[src/rtl/snoop_bus_arbiter.sv]
`default_nettype none
// ============================================================================
// Module      : snoop_bus_arbiter
// Description : Round-robin arbiter and transaction sequencer for the shared
//               three-CPU snooping bus (grant, broadcast, snoop, complete).
// Revision    : 1.0 - initial release
// ============================================================================
module snoop_bus_arbiter #(
    parameter int MSG_W        = 10,
    parameter int SNOOP_CYCLES = 2
) (
    input  logic             clock,
    input  logic             clear,
    input  logic [2:0]       req,
    input  logic [MSG_W-1:0] msg0,
    input  logic [MSG_W-1:0] msg1,
    input  logic [MSG_W-1:0] msg2,
    input  logic [2:0]       snoop_shared,
    output logic [MSG_W-1:0] bus,
    output logic             bus_valid,
    output logic [2:0]       grant,
    output logic [2:0]       listen,
    output logic [2:0]       done,
    output logic             shared,
    output logic             busy
);

    typedef enum logic [1:0] {
        ST_IDLE  = 2'd0,
        ST_BCAST = 2'd1,
        ST_SNOOP = 2'd2
    } state_t;

    localparam logic [3:0] c_CNT_INIT = 4'(SNOOP_CYCLES - 1);

    state_t           r_state, w_state_nxt;
    logic [1:0]       r_ptr, w_ptr_nxt;
    logic [3:0]       r_cnt, w_cnt_nxt;
    logic [2:0]       r_acc, w_acc_nxt;
    logic [1:0]       r_winner, w_winner_nxt;
    logic [MSG_W-1:0] r_bus, w_bus_nxt;
    logic             r_bus_valid, w_bus_valid_nxt;
    logic [2:0]       r_grant, w_grant_nxt;
    logic [2:0]       r_listen, w_listen_nxt;
    logic [2:0]       r_done, w_done_nxt;
    logic             r_shared, w_shared_nxt;
    logic             r_busy, w_busy_nxt;

    logic [1:0]       w_cand0, w_cand1, w_cand2;
    logic [1:0]       w_rr_win;
    logic [MSG_W-1:0] w_win_msg;
    logic [2:0]       w_snoop_acc;

    function automatic logic [1:0] f_next(input logic [1:0] idx);
        return (idx == 2'd2) ? 2'd0 : idx + 2'd1;
    endfunction

    // Search order starts at the pointer, so the last owner is tried last.
    always_comb begin
        w_cand0  = r_ptr;
        w_cand1  = f_next(r_ptr);
        w_cand2  = f_next(w_cand1);
        w_rr_win = w_cand2;
        if (req[w_cand0]) begin
            w_rr_win = w_cand0;
        end else if (req[w_cand1]) begin
            w_rr_win = w_cand1;
        end
    end

    always_comb begin
        case (w_rr_win)
            2'd0:    w_win_msg = msg0;
            2'd1:    w_win_msg = msg1;
            default: w_win_msg = msg2;
        endcase
    end

    // The owner never snoops its own request.
    assign w_snoop_acc = r_acc | (snoop_shared & ~r_grant);

    always_comb begin
        w_state_nxt     = r_state;
        w_ptr_nxt       = r_ptr;
        w_cnt_nxt       = r_cnt;
        w_acc_nxt       = r_acc;
        w_winner_nxt    = r_winner;
        w_bus_nxt       = r_bus;
        w_bus_valid_nxt = r_bus_valid;
        w_grant_nxt     = r_grant;
        w_listen_nxt    = r_listen;
        w_done_nxt      = r_done;
        w_shared_nxt    = r_shared;
        w_busy_nxt      = r_busy;
        case (r_state)
            ST_IDLE: begin
                w_done_nxt   = 3'b000;
                w_shared_nxt = 1'b0;
                if (|req) begin
                    w_grant_nxt     = 3'b001 << w_rr_win;
                    w_winner_nxt    = w_rr_win;
                    w_bus_nxt       = w_win_msg;
                    w_bus_valid_nxt = 1'b1;
                    w_acc_nxt       = 3'b000;
                    w_busy_nxt      = 1'b1;
                    w_state_nxt     = ST_BCAST;
                end
            end
            ST_BCAST: begin
                w_bus_valid_nxt = 1'b0;
                w_bus_nxt       = '0;
                w_listen_nxt    = ~r_grant;
                w_cnt_nxt       = c_CNT_INIT;
                w_state_nxt     = ST_SNOOP;
            end
            ST_SNOOP: begin
                w_acc_nxt = w_snoop_acc;
                if (r_cnt != 4'd0) begin
                    w_cnt_nxt = r_cnt - 4'd1;
                end else begin
                    w_done_nxt   = r_grant;
                    w_shared_nxt = |w_snoop_acc;
                    w_grant_nxt  = 3'b000;
                    w_listen_nxt = 3'b000;
                    w_ptr_nxt    = f_next(r_winner);
                    w_busy_nxt   = 1'b0;
                    w_state_nxt  = ST_IDLE;
                end
            end
            default: begin
                w_state_nxt = ST_IDLE;
            end
        endcase
    end

    always_ff @(posedge clock or posedge clear) begin
        if (clear) begin
            r_state     <= ST_IDLE;
            r_ptr       <= 2'd0;
            r_cnt       <= 4'd0;
            r_acc       <= 3'b000;
            r_winner    <= 2'd0;
            r_bus       <= '0;
            r_bus_valid <= 1'b0;
            r_grant     <= 3'b000;
            r_listen    <= 3'b000;
            r_done      <= 3'b000;
            r_shared    <= 1'b0;
            r_busy      <= 1'b0;
        end else begin
            r_state     <= w_state_nxt;
            r_ptr       <= w_ptr_nxt;
            r_cnt       <= w_cnt_nxt;
            r_acc       <= w_acc_nxt;
            r_winner    <= w_winner_nxt;
            r_bus       <= w_bus_nxt;
            r_bus_valid <= w_bus_valid_nxt;
            r_grant     <= w_grant_nxt;
            r_listen    <= w_listen_nxt;
            r_done      <= w_done_nxt;
            r_shared    <= w_shared_nxt;
            r_busy      <= w_busy_nxt;
        end
    end

    assign bus       = r_bus;
    assign bus_valid = r_bus_valid;
    assign grant     = r_grant;
    assign listen    = r_listen;
    assign done      = r_done;
    assign shared    = r_shared;
    assign busy      = r_busy;

endmodule
`default_nettype wire

[config.mk]
export PLATFORM = sky130hd
export DESIGN_NAME = snoop_bus_arbiter
export DESIGN_NICKNAME = d
export VERILOG_FILES = /design/src/rtl/snoop_bus_arbiter.sv
export SDC_FILE = /design/constraint.sdc
export NUM_CORES = 1
export LEC_CHECK = 0
export CAP_MARGIN = 20
export CORE_MARGIN = 5
export CORE_UTILIZATION = 48
export CTS_CLUSTER_SIZE = 30
export DETAILED_ROUTE_END_ITERATION = 7
export PLACE_DENSITY = 0.85
export SLEW_MARGIN = 5
export SYNTH_ARGS = -nofsm -noshare
export SYNTH_HDL_FRONTEND = slang
export SYNTH_SLANG_ARGS = --single-unit
export TNS_END_PERCENT = 5
[constraint.sdc]
create_clock -name clock -period 4.45 [get_ports clock]
set_input_delay 0.445 -clock clock [delete_from_list [all_inputs] [get_ports clock]]
set_output_delay 0.445 -clock clock [all_outputs]
set_load 0.03 [all_outputs]
==> impl_metrics.ini, run 1 <==
[grt]
grt_max_degree = 23
antenna_found_initial = 0
gr-total-overflow = 0
grt_pass1_wl_um = 7580
grt_use_total = 0.193
first_global_vias = 1589

[worst_setup_path]
worst-r2r-cell-count = 5
arrival_ns = 1.46
crit_chain = clkdlybuf4s50_1
slowest_stage = clkdlybuf4s50_1
crit_type = reg -> out
path_max_fanout = 4
critPathTopFamily = buffers and inverters
start_kind = flip-flop
path_depth = 1
slowest_delay_ns = 0.69
cp-end-kind = primary output
path_buf_inv = 1
crit_required_ns = 4.01

[route]
vias_per_cell = 5.72
wl_met2_um = 2160
dr.max_layer_used = met4
wl_met1_um = 1900
drt_iter0_drc = 68
drt-pass1-iter-count = 4
wl_per_cell_um = 16.5
wl_um = 4430
post-route-drc-count = 0
ant_nets = 0
dr_wl_met3_um = 268
route.vias.total = 1538

[clock_network]
ctsResizeCount = 0
cts_hold_buffers = 0
clk_pin_slew_ns = 0.11
htreeDepth = 2
cts_tree = done
postCtsSetupBuffers = 0
clk_path_buf_depth = 2
clock-sinks = 35
clock_latency_ns = 0.34
cts-root-buf = clkbuf_4
numCtsBuffers = 5

[cells_and_area]
n_antenna_cell = 0
num-nets-final = 263
layout_commonest_cell = clkdlybuf4s50_1
areaGrowthSynthToFinish_pct = 37.2
fin_cells = 269
drive_above_1_share = 0.0673
final_cell_mix = 59 x clkdlybuf4s50_1, 35 x dfrtp_1, 21 x nand2_1, 20 x a32oi_1, 18 x o21ai_1

[sta]
setup_viol = 0
drv_slew = 0
hold-worst-slack_ns = 0.501
worst_slack_ns = 2.54
hold_viol_final = 0
rsz0062_at_grt = no
setup_total_negative_slack_ns = 0
period_needed_ns = 1.91
slew_headroom = 0.448
tightest_slew_ns = 0.827
fin_crit_sh = 0.429
skew_ns = 0.00936
timing.fmax_mhz = 524

[floorplanning]
rows = 21
core_area_um2 = 3420
die-area_um2 = 4880
start_util = 0.504
die_h_um = 69.9
ios = 60
die_w_um = 69.9

[min_path]
hold_depth = 2
hp-class = reg -> reg

[placed_design]
place_congestion = 0.793
place_inst = 262
io_buffer_count = 59
dpl.hpwl_um = 3220
dpl_worst_slack_ns = 2.23

[synthesis]
postSynthCellCount = 166
synth_enable_flop_cells = 0
seq_area_frac_synth = 0.509
async_flop_share = 1.00
mappedNetlistArea_um2 = 1720
synth_cell_types = 38
syn_nets = 206
yosysWarnings = 0
syn_area_per_cell_um2 = 10.4
synth_ff_type = dfrtp_1
synth_seq_cells = 35

[pwr]
ir_drop_uv = 364
p_leak_uw = 0.000984
power_density_nw_per_um2 = 684

[job]
cap_viol_max_count = 0

[outcome]
status = finished, final reports clean
-- per-layer routing --
layer / global-route usage / vias to the layer above
met5: 0 / -
met4: 0.0851 / 0
met3: 0.0416 / 11
met2: 0.315 / 54
met1: 0.244 / 750
li1: - / 723
-- through the flow --
stage / instance area, um2 / util / total power [uW]
3_3_place_gp: 2280 / 0.669 / 1360
6_report: 2360 / 0.691 / 1610
5_1_grt: 2360 / 0.691 / 1730
4_1_cts: 2360 / 0.691 / 1610
3_5_place_dp: 2280 / 0.669 / 1390
2_1_floorplan: 1720 / - / 1150
-- flip-flops by register name, summed over array words and instances, names as in the netlist --
name       cells
r_ptr          2
bus           10
r_state        2
shared         1
busy           1
done           3
r_winner       2
listen         3
bus_valid      1
r_cnt          4
r_acc          3
grant          3
-- report_power, final --
part / internal [uW] / switching [uW] / total [uW]
Sequential: 446 / 105 / 551
Clock: 115 / 111 / 226
Combinational: 334 / 502 / 836
-- area by class of cell --
cell class,count,area (um2)
well taps,46,57.6
clock buffers,5,37.5
inverters,8,35.0
repair buffers,60,598
multi-input cells,113,718
flip-flops and latches,35,876
fillers,299,1060
clock inverters,2,37.5
-- worst paths after layout --
kind | startpoint | endpoint | slack (ns)
worst min register to register | done[2] | done[2] | 0.50
worst max register to register | r_cnt[0] | r_ptr[0] | 2.65
worst min-delay path | done[2] | done[2] | 0.50
min in group asynchronous | clear | bus[5] | 0.55
worst max-delay path | grant[2] | grant[2] | 2.54
max in group asynchronous | clear | r_cnt[2] | 3.18
-- synth_stat cells (2+ instances only) --
cell type,n,share of area
a21oi_1,6,0.017
a22o_1,3,0.015
a32oi_1,20,0.10
buf_2,3,0.0087
buf_6,4,0.026
dfrtp_1,35,0.51
ha_1,2,0.015
inv_1,7,0.015
nand2_1,21,0.046
nand2b_1,3,0.011
nand3_1,6,0.017
nor2_1,8,0.017
nor2b_1,3,0.011
nor3_1,2,0.0058
o21ai_0,3,0.0087
o21ai_1,18,0.052
-- worst reg2reg max path: stages (launching register included) --
cell and delay, ns:
dfrtp_1 0.44, inv_1 0.10, ha_1 0.15, nor3b_1 0.29, nand2_1 0.35, o31ai_1 0.37
-- kinds of logic after synthesis --
kind of cell / count (synthesis) / share of synthesized area
DFF: 35 / 0.509
and+or+nand+nor: 53 / 0.158
buffers and inverters: 18 / 0.0735
muxes: 1 / 0.00582
xor gates and xnor gates: 1 / 0.00509
AOI/OAI and AO/OA: 56 / 0.234
adders and majority gates: 2 / 0.0145
(Power assumes the default switching activity.)
==> run 2, diff against run 1 <==
--- a/config.mk
+++ b/config.mk
@@ -7,10 +7,10 @@
 export LEC_CHECK = 0
 export CAP_MARGIN = 20
 export CORE_MARGIN = 5
-export CORE_UTILIZATION = 48
+export CORE_UTILIZATION = 45
 export CTS_CLUSTER_SIZE = 30
 export DETAILED_ROUTE_END_ITERATION = 7
-export PLACE_DENSITY = 0.85
+export PLACE_DENSITY = 0.81
 export SLEW_MARGIN = 5
 export SYNTH_ARGS = -nofsm -noshare
 export SYNTH_HDL_FRONTEND = slang
==> constraint.sdc (replaced) <==
create_clock -name clock -period 1.9 [get_ports clock]
set_input_delay 0.19 -clock clock [delete_from_list [all_inputs] [get_ports clock]]
set_output_delay 0.19 -clock clock [all_outputs]
set_load 0.03 [all_outputs]
==> run 2 against run 1 <==
Against the previous run:
- via count fell by 0.72%
- global-route usage down 1.7 points
- die area increased by 5.7%
- register-to-register slack worse by 2.4 ns
- combinational power up 140%
- critical path depth grew 4
- total power grew 140%
- clock power increased to 2.6 times the previous value
- routed wire length is 5.9% lower
- hold slack got worse by 0.20 ns
- clock skew fell by 0.0053 ns
==> impl_metrics.ini, run 2 (same netlist as run 1, synthesis figures left out) <==
[cells_and_area]
largest_reg_flops = 10
n_antenna_cell = 0
fill_cells = 308
multi_input_area_um2 = 721
drive_above_1_share = 0.0917
layout_commonest_cell = clkdlybuf4s50_1
num-nets-final = 268
regArea_um2 = 876
areaGrowthSynthToFinish_pct = 41.1
final_cell_mix = 59 x clkdlybuf4s50_1, 35 x dfrtp_1, 20 x nand2_1, 20 x a32oi_1, 18 x o21ai_1

[worst_setup_path]
crit_required_ns = 2.07
worstSetupStartpoint = r_cnt[0]
timing.rr.start = r_cnt[0]
path_max_fanout = 5
cp-end-kind = flip-flop
crit_chain = inv_1, ha_1, or3b_1, a21o_1, a22o_1
arrival_ns = 1.84
slowest_stage = dfrtp_1
start_kind = flip-flop
crit_type = reg -> reg
slowest_delay_ns = 0.42

[sta]
period_needed_ns = 1.67
drv_slew = 0
setup_viol = 0
timing.fmax_mhz = 598
hold_viol_final = 0
worst_slack_ns = 0.229
tightest_slew_ns = 0.789
fin_crit_sh = 0.880
skew_ns = 0.00406
slew_headroom = 0.472

[floorplanning]
start_util = 0.466
die-area_um2 = 5160
die_w_um = 71.8
die_h_um = 71.8
rows = 22
ios = 60
core_area_um2 = 3690

[placed_design]
dpl_worst_slack_ns = -0.00950
io_buffer_count = 59
dpl.hpwl_um = 3130
place_congestion = 0.769

[route]
wl_um = 4170
post-route-drc-count = 0
wl_per_cell_um = 15.0
ant_nets = 0
vias_per_cell = 5.51
drt-pass1-iter-count = 4
drt_iter0_drc = 63
route.vias.total = 1527

[clock_network]
cts_hold_buffers = 0
postCtsSetupBuffers = 0
htreeDepth = 2
clk_pin_slew_ns = 0.07
numCtsBuffers = 5
clk_path_buf_depth = 2
clock_latency_ns = 0.28
clock-sinks = 35
cts-root-buf = clkbuf_8
cts_tree = done

[grt]
grt_pass1_wl_um = 7240
grt_max_degree = 36
grt_use_total = 0.176
antenna_found_initial = 0
gr-total-overflow = 0
first_global_vias = 1593

[pwr]
p_leak_uw = 0.00102
ir_drop_uv = 981
finalPower_uw = 3870
power_density_nw_per_um2 = 1590

[outcome]
status = finished, final reports clean

[min_path]
hp-class = in -> async

[job]
cap_viol_max_count = 0
-- run 2: cell count changes in the layout (fill, tap and decap cells not counted) --
cell and delta:
clkbuf_1 +1, buf_4 +5, clkinvlp_4 -1, bufinv_16 -1
clkbuf_4 -5, nand2_2 +1, clkbuf_8 +7, nand2_1 -1
-- run 2: cell type report --
cell class | instances | area share
flip-flops and latches | 35 | 0.361
multi-input cells | 113 | 0.297
repair buffers | 65 | 0.262
clock buffers | 8 | 0.0412
well taps | 48 | 0.0247
inverters | 8 | 0.0144
-- run 2: per-layer routing --
layer	track usage	share of wire	vias to the layer above
met1	0.219	0.42	734
met3	0.0421	0.068	5
met4	0.0626	0.014	0
li1	-	-	737
met2	0.295	0.49	51
met5	0	0	-
-- run 2: per-stage QoR --
step           hold WS (ns)  TNS [ns]  area, um2  instances   util
6_report              0.302         0       2430        277  0.658
5_1_grt               0.340   -0.0965       2430        277  0.658
4_1_cts               0.316         0       2420        277  0.657
3_5_place_dp          0.463   -0.0149       2320        269  0.630
3_3_place_gp          0.460         0       2320        269  0.630
2_1_floorplan         0.344         0       1720        166      -
-- run 2: final timing paths --
path                       endpoint  cells past startpoint  slack (ns)
setup / recovery             shared                      5        0.23
hold / removal                 busy                      3        0.30
setup reg to reg             shared                      5        0.23
hold reg to reg            r_ptr[0]                      1        0.48
max in group asynchronous  r_cnt[0]                      3        1.29
min in group clock         r_ptr[0]                      1        0.48
-- run 2: critical path, delay by kind of cell, from the launching register on --
kind,cells,cell delay (ns)
simple gates,1,0.42
fa+ha+maj,1,0.15
buf+inv,1,0.09
compound gates,2,0.48
flops,1,0.42
-- run 2: where the power goes --
group	total, uW	switching, uW	internal, uW
logic	2020	1180	833
registers	1280	229	1050
clock network	577	246	331
-- run 2: what timing repair did --
item	CTS	global route
gates resized for setup	0	1
hold endpoints to repair	0	0
setup endpoints to repair	0	7
